## src/rtl/ttl_dff_bank.sv

```systemverilog
// ttl_dff_bank: WIDTH 74ALS74-style DFFs on clk/reset; ck rise enables capture of d, sn/rn active-low preset/clear, q/qn after inertial DLY_CK/DLY_SR clk delays; DFF_BANK_SYNC_EN adds a 2-flop sync on ck/sn/rn
module ttl_dff_bank #(
  parameter int WIDTH = 8,
  parameter int DLY_CK = 2,
  parameter int DLY_SR = 1,
  parameter logic [WIDTH-1:0] INIT = '0
) (
  input  logic             clk,
  input  logic             reset,
  input  logic             ck,
  input  logic [WIDTH-1:0] d,
  input  logic [WIDTH-1:0] sn,
  input  logic [WIDTH-1:0] rn,
  output logic [WIDTH-1:0] q,
  output logic [WIDTH-1:0] qn
);
  localparam logic [3:0] LD_CK = 4'(DLY_CK - 1);
  localparam logic [3:0] LD_SR = 4'(DLY_SR - 1);
  logic ck_u, ck_d, rise;
  logic [WIDTH-1:0] sn_u, rn_u;
`ifdef DFF_BANK_SYNC_EN
  logic ck_s1, ck_s2;
  logic [WIDTH-1:0] sn_s1, sn_s2, rn_s1, rn_s2;
  always_ff @(posedge clk)
    if (reset) begin
      {ck_s1, ck_s2} <= 2'b11;
      {sn_s1, sn_s2, rn_s1, rn_s2} <= '1;
    end else begin
      {ck_s1, ck_s2} <= {ck, ck_s1};
      {sn_s1, sn_s2} <= {sn, sn_s1};
      {rn_s1, rn_s2} <= {rn, rn_s1};
    end
  assign ck_u = ck_s2;
  assign sn_u = sn_s2;
  assign rn_u = rn_s2;
`else
  assign ck_u = ck;
  assign sn_u = sn;
  assign rn_u = rn;
`endif
  always_ff @(posedge clk) ck_d <= reset ? 1'b1 : ck_u;
  assign rise = ck_u & ~ck_d;
  for (genvar i = 0; i < WIDTH; i++) begin : g_bit
    logic qb, qnb, pb, pnb, pend, src_ck;
    logic [3:0] cnt;
    logic live, eq, eqn, rq, rqn, tq, tqn, tck;
    // eq/eqn is the output pair after this edge (a due pending change lands now);
    // rq/rqn is what a new target is compared against.
    // A released SR that never landed falls back to the output, so short pulses vanish.
    always_comb begin
      live = pend & (cnt != 4'd0);
      eq   = (pend & ~live) ? pb : qb;
      eqn  = (pend & ~live) ? pnb : qnb;
      rq   = live ? pb : eq;
      rqn  = live ? pnb : eqn;
      tck  = sn_u[i] & rn_u[i] & rise;
      tq   = ~sn_u[i] ? 1'b1 : ~rn_u[i] ? 1'b0 : rise ? d[i] : (live & src_ck) ? pb : eq;
      tqn  = ~rn_u[i] ? 1'b1 : ~sn_u[i] ? 1'b0 : rise ? ~d[i] : (live & src_ck) ? pnb : (eq & eqn) ? 1'b0 : eqn;
    end
    always_ff @(posedge clk)
      if (reset) begin
        qb <= INIT[i];
        qnb <= ~INIT[i];
        pb <= 1'b0;
        pnb <= 1'b0;
        pend <= 1'b0;
        src_ck <= 1'b0;
        cnt <= 4'd0;
      end else begin
        qb <= eq;
        qnb <= eqn;
        if ({tq, tqn} != {rq, rqn}) begin
          if ({tq, tqn} == {eq, eqn}) pend <= 1'b0;
          else begin
            pend <= 1'b1;
            pb <= tq;
            pnb <= tqn;
            src_ck <= tck;
            cnt <= tck ? LD_CK : LD_SR;
          end
        end else if (live) cnt <= cnt - 4'd1;
        else pend <= 1'b0;
      end
    assign q[i] = qb;
    assign qn[i] = qnb;
  end
endmodule

```

## config.mk

```make
export PLATFORM = sky130hd
export DESIGN_NAME = ttl_dff_bank
export DESIGN_NICKNAME = d
export VERILOG_FILES = /design/src/rtl/ttl_dff_bank.sv
export SDC_FILE = /design/constraint.sdc
export NUM_CORES = 1
export LEC_CHECK = 0
export ABC_AREA = 0
export CAP_MARGIN = 10
export CORE_ASPECT_RATIO = 0.7
export CORE_MARGIN = 2
export CORE_UTILIZATION = 30
export DETAILED_ROUTE_END_ITERATION = 6
export GPL_TIMING_DRIVEN = 0
export SETUP_SLACK_MARGIN = 0.05
export SKIP_CTS_REPAIR_TIMING = 1
export SLEW_MARGIN = 15
export SYNTH_ARGS = -nofsm -noshare
export SYNTH_HDL_FRONTEND = slang
export SYNTH_SLANG_ARGS = --single-unit
```

## constraint.sdc

```tcl
create_clock -name clk -period 3.6 [get_ports clk]
set_clock_uncertainty 0.05 [all_clocks]
set_input_delay 0.72 -clock clk [delete_from_list [all_inputs] [get_ports clk]]
set_output_delay 0.72 -clock clk [all_outputs]
set_load 0.005 [all_outputs]
```

* After elaboration in Yosys (flattened, before gate mapping)
Index checks and enable logic that the tools add are counted.
Storage, ports and cells: bits in registers 81, bits of input ports 27, output and inout port bits 16, word-level logic and storage cells 363
Operators by class: add/subtract/negate cells 8, equality and inequality tests 32, muxes and demuxes 160, bitwise operators 74, reduce and logical (&&, ||, !) cells 32
Operators with widths (count):
- 2-to-1 mux 1 bit | 136
- 2-to-1 mux 4 bit | 24
- AND 1 bit | 49
- AND reduction 2 bit | 16
- nonzero test 4 bit | 8
- subtractor 4 x 1 -> 4 bit (second input constant) | 8
- inverter 1 bit | 25
- == test 2 bit | 8
- != test 2 x 1 -> 1 bit (second input constant) | 8
- != test 2 bit | 8
- != test 2 bit (second input constant) | 8
- nonzero test 2 bit | 8

* Depth between registers and ports, before layout
word-level depth 14, gate-level depth with buffers 12, depth with buffers taken out 10

* Worst setup path after synthesis
Ideal clock, no wire load.
path kind input-to-reg, start in ck, end reg g_bit[1].cnt[0], library setup time 0.074 ns, data arrival time 2.885 ns, data required time 3.476 ns, setup slack 0.591 ns, cell stages on the path 11, path through nor2b_1 > buf_2 > nor4b_1 > nand2_1 > a211o_1 > and4_1 > buf_6 > nand2b_4 > buf_6 > or4_4 > a31oi_1
On the way: word-level cells in the longest chain between the ends 7
Ends and longest elaborated chain:
- start, declared | line 10 | input logic ck,
- AND 1 bit * | line 42 | assign rise = ck_u & ~ck_d;
- 2-to-1 mux 1 bit, on equally long branches (3 in a row) | line 58, 57
- != test 2 bit or == test 2 bit (tied branches) | line 72, 73
- != test 2 bit (no source line) or nonzero test 2 bit (tied branches)
- AND reduction 2 bit (no source line)
- end signal, assigned | line 79 | cnt <= tck ? LD_CK : LD_SR;
- end signal, assigned | line 81 | end else if (live) cnt <= cnt - 4'd1;
- end, declared | line 45 | logic [3:0] cnt;
Every way passes the cells marked *; elsewhere a longest branch is shown, timed or not. The select of a mux whose other input is x is not followed. A chain may end at the register's enable or synchronous reset.

* Worst setup path after layout
start in ck, end reg g_bit[5].cnt[0]
On the way: word-level cells in the longest chain between the ends 7
Ends and longest elaborated chain (line):
- AND 1 bit * | 42
- 2-to-1 mux 1 bit, on equally long branches (3 in a row) | 58, 57
- != test 2 bit or == test 2 bit (tied branches) | 72, 73
- != test 2 bit (no source line) or nonzero test 2 bit (tied branches)
- AND reduction 2 bit (no source line)
- end signal, assigned | 79
- end signal, assigned | 81
- end, declared | 45
Marked as above.

==> summary.md <==
| Metric | Value |
|---|---|
| Status | completed |
| Multi-input gate area | roughly 0.0037 mm^2 |
| Distinct cells, synth | 81 |
| CP Data Required Time | ~3800 ps |
| Antenna fix cells | 0 |
| Max-Cap Viols | 0 |
| Clock Latency Late Sink | about 340 ps |
| CP most frequent cell | clkbuf_4 |
| GP Congestion | 0.884 |
| Element type at the critical path end | flop |
| Slowest cell delay on critical path | roughly 510 ps |
| Fin. Hold Viols | 0 |
| GRT Overall Usage | 15.9% |
| Max Clock Freq | 293 MHz |
| Met2 Use GR | between 20% and 30% |
| Setup TNS | 0 ps |
| VDD IR max | about 230 uV |
| Hold crit path type | flop to flop |
| Setup Crit Path Kind | input pin to flop |
| Crit path cell chain | clkbuf_2, nor2b_1, clkbuf_4, buf_4, clkbuf_4, a21oi_1, a31oi_2, xor2_1, o22ai_1, or4_1, a31oi_1 |
| Slew @ Worst Pin | approximately 900 ps |
| Synth Flop Type | dfxtp_1 |
| Worst EP arrival | approximately 3600 ps |
| Row count | 42 |
| CTS max path bufs | 2 |
| Post-DP HPWL | between 10,000 and 15,000 um |
| Async SR Flop Fraction | 0% |
| Syn. warnings | 0 |
| Ratio of final minimum period to clock period | 94.7% |
| Pins Over Slew Limit | 0 |
| Minimum clock period | about 3400 ps |
| Critical-path maximum fanout | 10 |
| Initial core utilization | 30.6% |
| Sequential-to-total area share from yosys stat | ~28% |
| Layout area overhead | 18.2% |
| Number of synthesized register bits | just over 80 |
| Synth Cell Area | approximately 0.0058 mm^2 |
| CORE AREA | 0.0189 mm^2 |
| Vias per std cell | 5.42 |
| Utilization after layout | a little over a third |
| DRC viols | 0 |
| Die ar. | roughly 0.020 mm^2 |
| Routed WL | between 15,000 and 20,000 um |
| Vias in the first global route | roughly 5,000 |
| Power Density | about 700 mW/mm^2 |
| # IOs | 43 |
| Register area | 0.00162 mm^2 |
| Global routing's busiest layer | met1 |
| PortBufs | 40 |
| Slowest stage cell, crit path | or4_1 |
| First-pass GRT wire length | roughly 26,000 um |
| Met1 usage | about 25% |
| H-tree depth | 3 |
| Rel. slew slack | approximately two fifths |
| Die W | 170 um |
| DIE HEIGHT | 120 um |
| Clock slew at reported path FFs | about 60 ps |
| Syn_nets | approximately 770 |
| Crit start category | input pin |
| DRT Pass-1 Iters | 5 |
| Vias | roughly 5,600 |
| Layout cells sized above 1 | roughly 11% |
| Fillers | roughly 2,000 |
| TritonCTS buffer count | 9 |
| Fin nets | 817 |
| Initial antenna violation count | 1 |
| GRT overflow | 0 |
| Clock root buffer | clkbuf_16 |
| Number of synthesized flops with an enable pin | 0 |
| Mean Syn Cell Area | between 7 and 8 um^2 |
| RSZ-0062 raised after global routing | false |
| Final Cell Area | a little under 0.007 mm^2 |
| Endpoints failing setup | 0 |
| Commonest non-fill, non-tap cell in the layout | dfxtp_1 |
| Largest net degree at the start of global routing | 15 |
| TritonCTS clock tree | yes |
| M3 GR Usage | around 3.4% |
| Area after DPL | 0.00649 mm^2 |
| Sink Count | 81 |
| Cells after synthesis | roughly 730 |
| ANT nets after route | 0 |
| P_leak | 2.53 nW |
| Commonest non-fill, non-tap cells in the layout | 81 x dfxtp_1, 79 x nand2_1, 55 x a21oi_1, 48 x nor2_1, 46 x inv_1 |
| DR iter-0 viols | about 470 |
| Post-DR wirelength/cell | between 15 and 20 um |
-- per-layer routing --
layer | vias to the layer above | share of wire (%)
met3 | 15 | 5.2
met2 | 176 | 40
li1 | 2779 | -
met4 | 0 | 1.1
met1 | 2606 | 53
met5 | - | 0
-- cell type report --
type	instances	area share, %
inverters	46	2.52
plain buffers	46	4.42
multi-input cells	558	54.4
well taps	242	4.42
clock inverters	6	1.32
repair buffers	40	5.77
flip-flops and latches	81	23.7
clock buffers	10	3.49
-- path summary, 6_finish.rpt --
path | cells after the start | to | slack (ps) | from
worst max-delay path | 11 | g_bit[5].cnt[0] | 190 | ck
worst min-delay path | 2 | g_bit[4].src_ck | 420 | g_bit[4].src_ck
worst max register to register | 9 | g_bit[2].cnt[0] | 290 | ck_d
worst min register to register | 2 | g_bit[4].src_ck | 420 | g_bit[4].src_ck
-- kinds of logic (layout without fill, tap and decap cells) --
group / after synthesis / in the layout / share of synthesized area, %
and+or+nand+nor: 309 / 309 / 30.7
AOI/OAI and AO/OA: 182 / 182 / 21.6
buffers and inverters: 92 / 148 / 8.08
DFF: 81 / 81 / 28.0
muxes: 43 / 43 / 7.50
xor gates and xnor gates: 16 / 16 / 2.42
adders and majority gates: 8 / 8 / 1.73
-- through the flow --
stage               hold slack, ps  power [mW]  instances  worst slack (ps)
global placement               398        3.72       1013              -926
finish                         418        4.77       1029               189
global route                   436        5.10       1029              72.1
CTS                            412        4.76       1029              -660
floorplan                      387        3.17        731               591
detailed placement             403        3.72       1013             -1010
-- synth_stat cells (6+ instances only) --
master	number	area share, %
dfxtp_1	81	28
nand2_1	79	5.1
a21oi_1	55	4.8
nor2_1	48	3.1
inv_1	46	3.0
mux2i_1	40	6.9
nand3_1	37	3.2
buf_4	20	2.6
o21ai_0	19	1.6
a31oi_1	17	1.8
nor2b_1	17	1.8
nor3_1	17	1.5
clkbuf_1	16	1.0
nand2b_1	15	1.6
xnor2_1	13	2.0
nand3b_1	12	1.6
a211oi_1	8	1.0
and2_1	8	0.86
ha_1	8	1.7
nand4b_1	8	1.2
o211ai_1	8	1.0
nand4_1	7	0.76
nor3b_1	7	0.91
buf_6	6	1.2
o22ai_1	6	0.65
o31ai_1	6	0.78
o32ai_1	6	0.91
-- power breakdown --
part	switching, mW	total (mW)	internal (mW)	leakage [nW]
sequential	0.228	1.31	1.08	0.661
combinational	1.28	2.44	1.16	1.71
clock	0.387	1.02	0.629	0.159
total	1.90	4.77	2.87	2.53
-- flip-flops by register name (all words and copies together) (netlist names) --
signal,flops
g_bit.pend,8
g_bit.pb,8
g_bit.qb,8
g_bit.src_ck,8
g_bit.pnb,8
g_bit.qnb,8
g_bit.cnt,32
ck_d,1
-- worst max-delay path: cells and delay by family --
family,cells,cell delay [ps]
buffers and inverters,4,1120
AOI/OAI and AO/OA,4,800
and+or+nand+nor,2,680
xor gates and xnor gates,1,290
Power figures use the tool's default switching activity.
